## src/rtl/traffic_request_latch.sv

```systemverilog
// traffic_request_latch: conditions the raw vehicle detectors and pedestrian
// buttons and latches them into per-road service requests (SA/SB). Each request
// is held until the controller shows that road GREEN (light code 2'b10).
// Optional feature macro: TL_PED_BUTTON_EN. When it is defined, the pedestrian
// buttons get their own synchroniser and debouncer channels. When it is
// undefined, the button ports are present but ignored.

// One input channel: a 2-flop synchroniser followed by a counting debouncer.
// rise_o pulses for one cycle after db_o goes 0->1.
module traffic_request_latch_chan #(
    parameter int DB_CYCLES = 4
) (
    input  logic CLK,
    input  logic RST_N,
    input  logic raw_i,
    output logic db_o,
    output logic rise_o
);
    localparam logic [3:0] CNT_LAST = 4'(DB_CYCLES - 1);

    logic       s1_q, s2_q;
    logic       db_q, db_d;
    logic       db_prev_q;
    logic [3:0] cnt_q, cnt_d;

    // Accept a new level only after it has disagreed with db for DB_CYCLES cycles
    always_comb begin
        db_d  = db_q;
        cnt_d = 4'd0;
        if (s2_q != db_q) begin
            if (cnt_q == CNT_LAST) begin
                db_d  = s2_q;
            end else begin
                cnt_d = cnt_q + 4'd1;
            end
        end
    end

    // Synchroniser, debouncer state and previous-level flop for edge detection
    always_ff @(posedge CLK or negedge RST_N) begin
        if (!RST_N) begin
            s1_q      <= 1'b0;
            s2_q      <= 1'b0;
            db_q      <= 1'b0;
            db_prev_q <= 1'b0;
            cnt_q     <= 4'd0;
        end else begin
            s1_q      <= raw_i;
            s2_q      <= s1_q;
            db_q      <= db_d;
            db_prev_q <= db_q;
            cnt_q     <= cnt_d;
        end
    end

    assign db_o   = db_q;
    assign rise_o = db_q & ~db_prev_q;
endmodule

module traffic_request_latch #(
    parameter int DB_CYCLES = 4
) (
    input  logic       CLK,
    input  logic       RST_N,
    input  logic       DET_A,
    input  logic       DET_B,
    input  logic       BTN_PA,
    input  logic       BTN_PB,
    input  logic [1:0] A_LIGHT,
    input  logic [1:0] B_LIGHT,
    output logic       SA,
    output logic       SB
);
    localparam logic [1:0] LIGHT_GREEN = 2'b10;

    // Channel order: 0 DET_A, 1 DET_B, then 2 BTN_PA, 3 BTN_PB when buttons exist
`ifdef TL_PED_BUTTON_EN
    localparam int NUM_CH = 4;
    logic [NUM_CH-1:0] raw;
    assign raw = {BTN_PB, BTN_PA, DET_B, DET_A};
`else
    localparam int NUM_CH = 2;
    logic [NUM_CH-1:0] raw;
    logic              unused_btn;
    assign raw        = {DET_B, DET_A};
    assign unused_btn = BTN_PA ^ BTN_PB;
`endif

    logic [NUM_CH-1:0] db;
    logic [NUM_CH-1:0] rise;
    logic              set_a, set_b;
    logic              req_a_q, req_a_d;
    logic              req_b_q, req_b_d;
    logic              unused_rise;

    genvar g;
    generate
        for (g = 0; g < NUM_CH; g++) begin : g_ch
            traffic_request_latch_chan #(.DB_CYCLES(DB_CYCLES)) u_chan (
                .CLK    (CLK),
                .RST_N  (RST_N),
                .raw_i  (raw[g]),
                .db_o   (db[g]),
                .rise_o (rise[g])
            );
        end
    endgenerate

    // Detector edges are never used; detectors request on level so a waiting
    // car re-requests as soon as its road leaves GREEN.
    assign unused_rise = ^rise[1:0];

    // BTN_PB crosses road B, so it is served while A is GREEN and requests A
`ifdef TL_PED_BUTTON_EN
    assign set_a = db[0] | rise[3];
    assign set_b = db[1] | rise[2];
`else
    assign set_a = db[0];
    assign set_b = db[1];
`endif

    // Request latches: GREEN clears and beats any set on the same edge
    always_comb begin
        req_a_d = req_a_q;
        req_b_d = req_b_q;
        if (A_LIGHT == LIGHT_GREEN) req_a_d = 1'b0;
        else if (set_a)             req_a_d = 1'b1;
        if (B_LIGHT == LIGHT_GREEN) req_b_d = 1'b0;
        else if (set_b)             req_b_d = 1'b1;
    end

    // Registered request outputs
    always_ff @(posedge CLK or negedge RST_N) begin
        if (!RST_N) begin
            req_a_q <= 1'b0;
            req_b_q <= 1'b0;
        end else begin
            req_a_q <= req_a_d;
            req_b_q <= req_b_d;
        end
    end

    assign SA = req_a_q;
    assign SB = req_b_q;
endmodule

```

## config.mk

```make
export PLATFORM = sky130hd
export DESIGN_NAME = traffic_request_latch
export DESIGN_NICKNAME = d
export VERILOG_FILES = /design/src/rtl/traffic_request_latch.sv
export SDC_FILE = /design/constraint.sdc
export NUM_CORES = 1
export LEC_CHECK = 0
export CORE_MARGIN = 3
export CORE_UTILIZATION = 49
export CTS_CLUSTER_DIAMETER = 200
export DETAILED_ROUTE_END_ITERATION = 6
export GPL_TIMING_DRIVEN = 0
export PLACE_DENSITY = 0.75
export SLEW_MARGIN = 20
export SYNTH_ARGS = -nofsm -noshare
export SYNTH_HDL_FRONTEND = slang
export SYNTH_HIERARCHICAL = 1
export SYNTH_SLANG_ARGS = --single-unit
```

## constraint.sdc

```tcl
create_clock -name CLK -period 1.5 [get_ports CLK]
set_input_delay 0.15 -clock CLK [delete_from_list [all_inputs] [get_ports CLK]]
set_output_delay 0.15 -clock CLK [all_outputs]
set_load 0.005 [all_outputs]
```

==> out/summary.txt <==
Total Routing Usage GR = 11.7%
Max Cap Violations = 0
GR Overflow Total = 0
Max VDD drop = 909 uV
Leak Pwr = 0.340 nW
DR pass1 iterations = 3
slew margin rel. = 54.0%
utilization after layout = 67.4%
Routed Antenna Nets = 0
io pins = 12
Post-CTS Hold Buffers = 0
post-cts gate resize count = 0
CTS tree = done
multi-input logic area = 228 um2
PnR worst setup slack = 0.216 ns
Sw Ratio = 27.0%
CP arrival = 1.13 ns
worst min path class = in -> async
worst skew pair latency = 0.27 ns
CTS buffer count = 3
mapped cell area = 636 um2
Pwr per Cell Area = 1460 nW/um2
Post-CTS Setup Bufs = 0
Syn. warnings = 6
row count = 12
share of power burned in registers = 52.5%
Hold Vio Cnt, Final = 0
Critical Path RT = 1.35 ns
Period minus WS final = 1.28 ns
placed cell count = 71
WL final = 857 um
vias in the first global route = 408
routability congestion estimate = 0.582
Net Sw Power = 0.307 mW
status = completed
Crit path max-delay family = buffers and inverters
Worst-path clk slew = 0.09 ns
initial antenna violation count = 0
DIE AREA = 1770 um2
clock sinks = 16
area of the core = 1160 um2
DRC Markers = 0
CP Max Fanout = 2
GR Util met2 = 19.4%
nets@finish = 74
Worst Path Buf+Inv = 1
Reg2Reg Launch Point = g_ch[0].u_chan/cnt_q[0]$_DFF_PN0_
Internal = 0.833 mW
crit path kind = reg -> out
# fillers = 84
# diodes = 0
Final Skew = 0.000609 ns
Die Y = 42.0 um
overall power consumption = 1.14 mW
Worst Setup EP = SB
die width = 42.0 um
Final period util = 85.6%
met3 usage = 4.29%
critical path startpoint = SB$_DFFE_PN0P_
Synth Instances = 48
syn_area_per_cell = 13.2 um2
r2r setup slk = 0.24 ns
Finished Layout Cells = 75
Final setup viols = 0
number of port buffers = 9
setup TNS = 0 ns
crit path cell chain = clkdlybuf4s50_1
first-pass GRT wire length = 1.62 mm
initial core utilization = 55.0%
worst-margin pin slew = 0.688 ns
Mapped Nets = 60
Reg-to-Reg End = g_ch[0].u_chan/db_o$_DFFE_PN0P_
wire length per cell = 11.4 um
GR peak layer = met2
Largest stage delay, worst path = 0.50 ns
Worst path depth = 1
share of layout cells above drive strength 1 = 16.4%
depth of the most critical reg-to-reg path = 3
Slowest-stage cell, CP = clkdlybuf4s50_1
Clock Root Buffer = clkbuf_4
post-DP HPWL = 663 um
count of pins over their slew limit = 0
register area = 400 um2
Worst Setup End Kind = primary output
largest net degree at the start of global routing = 17
vias = 383
unrepaired setup endpoints after global routing = no
clock power share = 23.8%
H-tree Lvls = 1
Avg Vias per Cell = 5.11
Logic pwr share = 23.7%
post-place setup slack = 0.245 ns
M1 GR Usage = 14.5%
Iter 0 DRT Violations = 1
Area growth, synth to finish = 22.6%
clk buf depth = 2
CP Launch Type = flop
achievable frequency = 779 MHz
[how the worst min path moves through the flow]
stage                             startpoint                            end  slack, ns  cells after the start
6_report                               RST_N  g_ch[0].u_chan/s2_q$_DFF_PN0_       0.29                      1
5_1_grt                                DET_A  g_ch[0].u_chan/s1_q$_DFF_PN0_       0.29                      1
4_1_cts                                DET_A  g_ch[0].u_chan/s1_q$_DFF_PN0_       0.30                      1
3_5_place_dp   g_ch[0].u_chan/s1_q$_DFF_PN0_  g_ch[0].u_chan/s2_q$_DFF_PN0_       0.34                      0
3_3_place_gp   g_ch[1].u_chan/s1_q$_DFF_PN0_  g_ch[1].u_chan/s2_q$_DFF_PN0_       0.33                      0
2_1_floorplan                          RST_N                 SA$_DFFE_PN0P_      -0.15                      0
[cells in the final DEF (no fill, tap or decap)]
| cell type | count |
|---|---|
| dfrtp_1 | 16 |
| clkdlybuf4s50_1 | 9 |
| a21oi_1 | 6 |
| nor2_1 | 4 |
| clkbuf_4 | 3 |
| inv_1 | 2 |
| nand3b_1 | 2 |
| nand2b_1 | 2 |
| xnor2_1 | 2 |
| nor2b_1 | 2 |
| nor3b_2 | 2 |
| nor3_1 | 2 |
| and4_1 | 2 |
| nor4_2 | 2 |
| mux2_2 | 2 |
| ha_1 | 2 |
| clkbuf_8 | 1 |
[routing by layer]
| metal | up-vias | wire length (um) |
|---|---|---|
| li1 | 193 | - |
| met1 | 177 | 413 |
| met2 | 13 | 397 |
| met3 | 0 | 47 |
| met4 | 0 | 0 |
| met5 | - | 0 |
[final cells by class]
| cell class | instances | share of cell area [%] |
|---|---|---|
| Inverter | 2 | 0.963 |
| Timing Repair Buffer | 9 | 11.6 |
| Tap cell | 14 | 2.25 |
| Multi-Input combinational cell | 30 | 29.2 |
| Clock buffer | 4 | 4.65 |
| Sequential cell | 16 | 51.4 |
[state kept, by name, summed over array words and instances, names as in the netlist]
| register | count |
|---|---|
| g_ch.u_chan/s2_q | 2 |
| g_ch.u_chan/cnt_q | 8 |
| g_ch.u_chan/db_o | 2 |
| SA | 1 |
| SB | 1 |
| g_ch.u_chan/s1_q | 2 |
[power by group through the flow]
stage | combinational, mW | sequential [mW] | clock, mW
detailed placement | 0.275 | 0.609 | 0
floorplan | 0.176 | 0.598 | 0
global placement | 0.268 | 0.605 | 0
finish | 0.270 | 0.599 | 0.271
CTS | 0.277 | 0.600 | 0.281
global route | 0.309 | 0.618 | 0.312
[metrics by stage]
stage / hold slack, ns / area [um2]
floorplan: -0.146 / 636
global placement: 0.335 / 743
detailed placement: 0.338 / 743
CTS: 0.297 / 779
global route: 0.294 / 779
finish: 0.287 / 779
No activity file was read; power rests on OpenSTA's default activity.
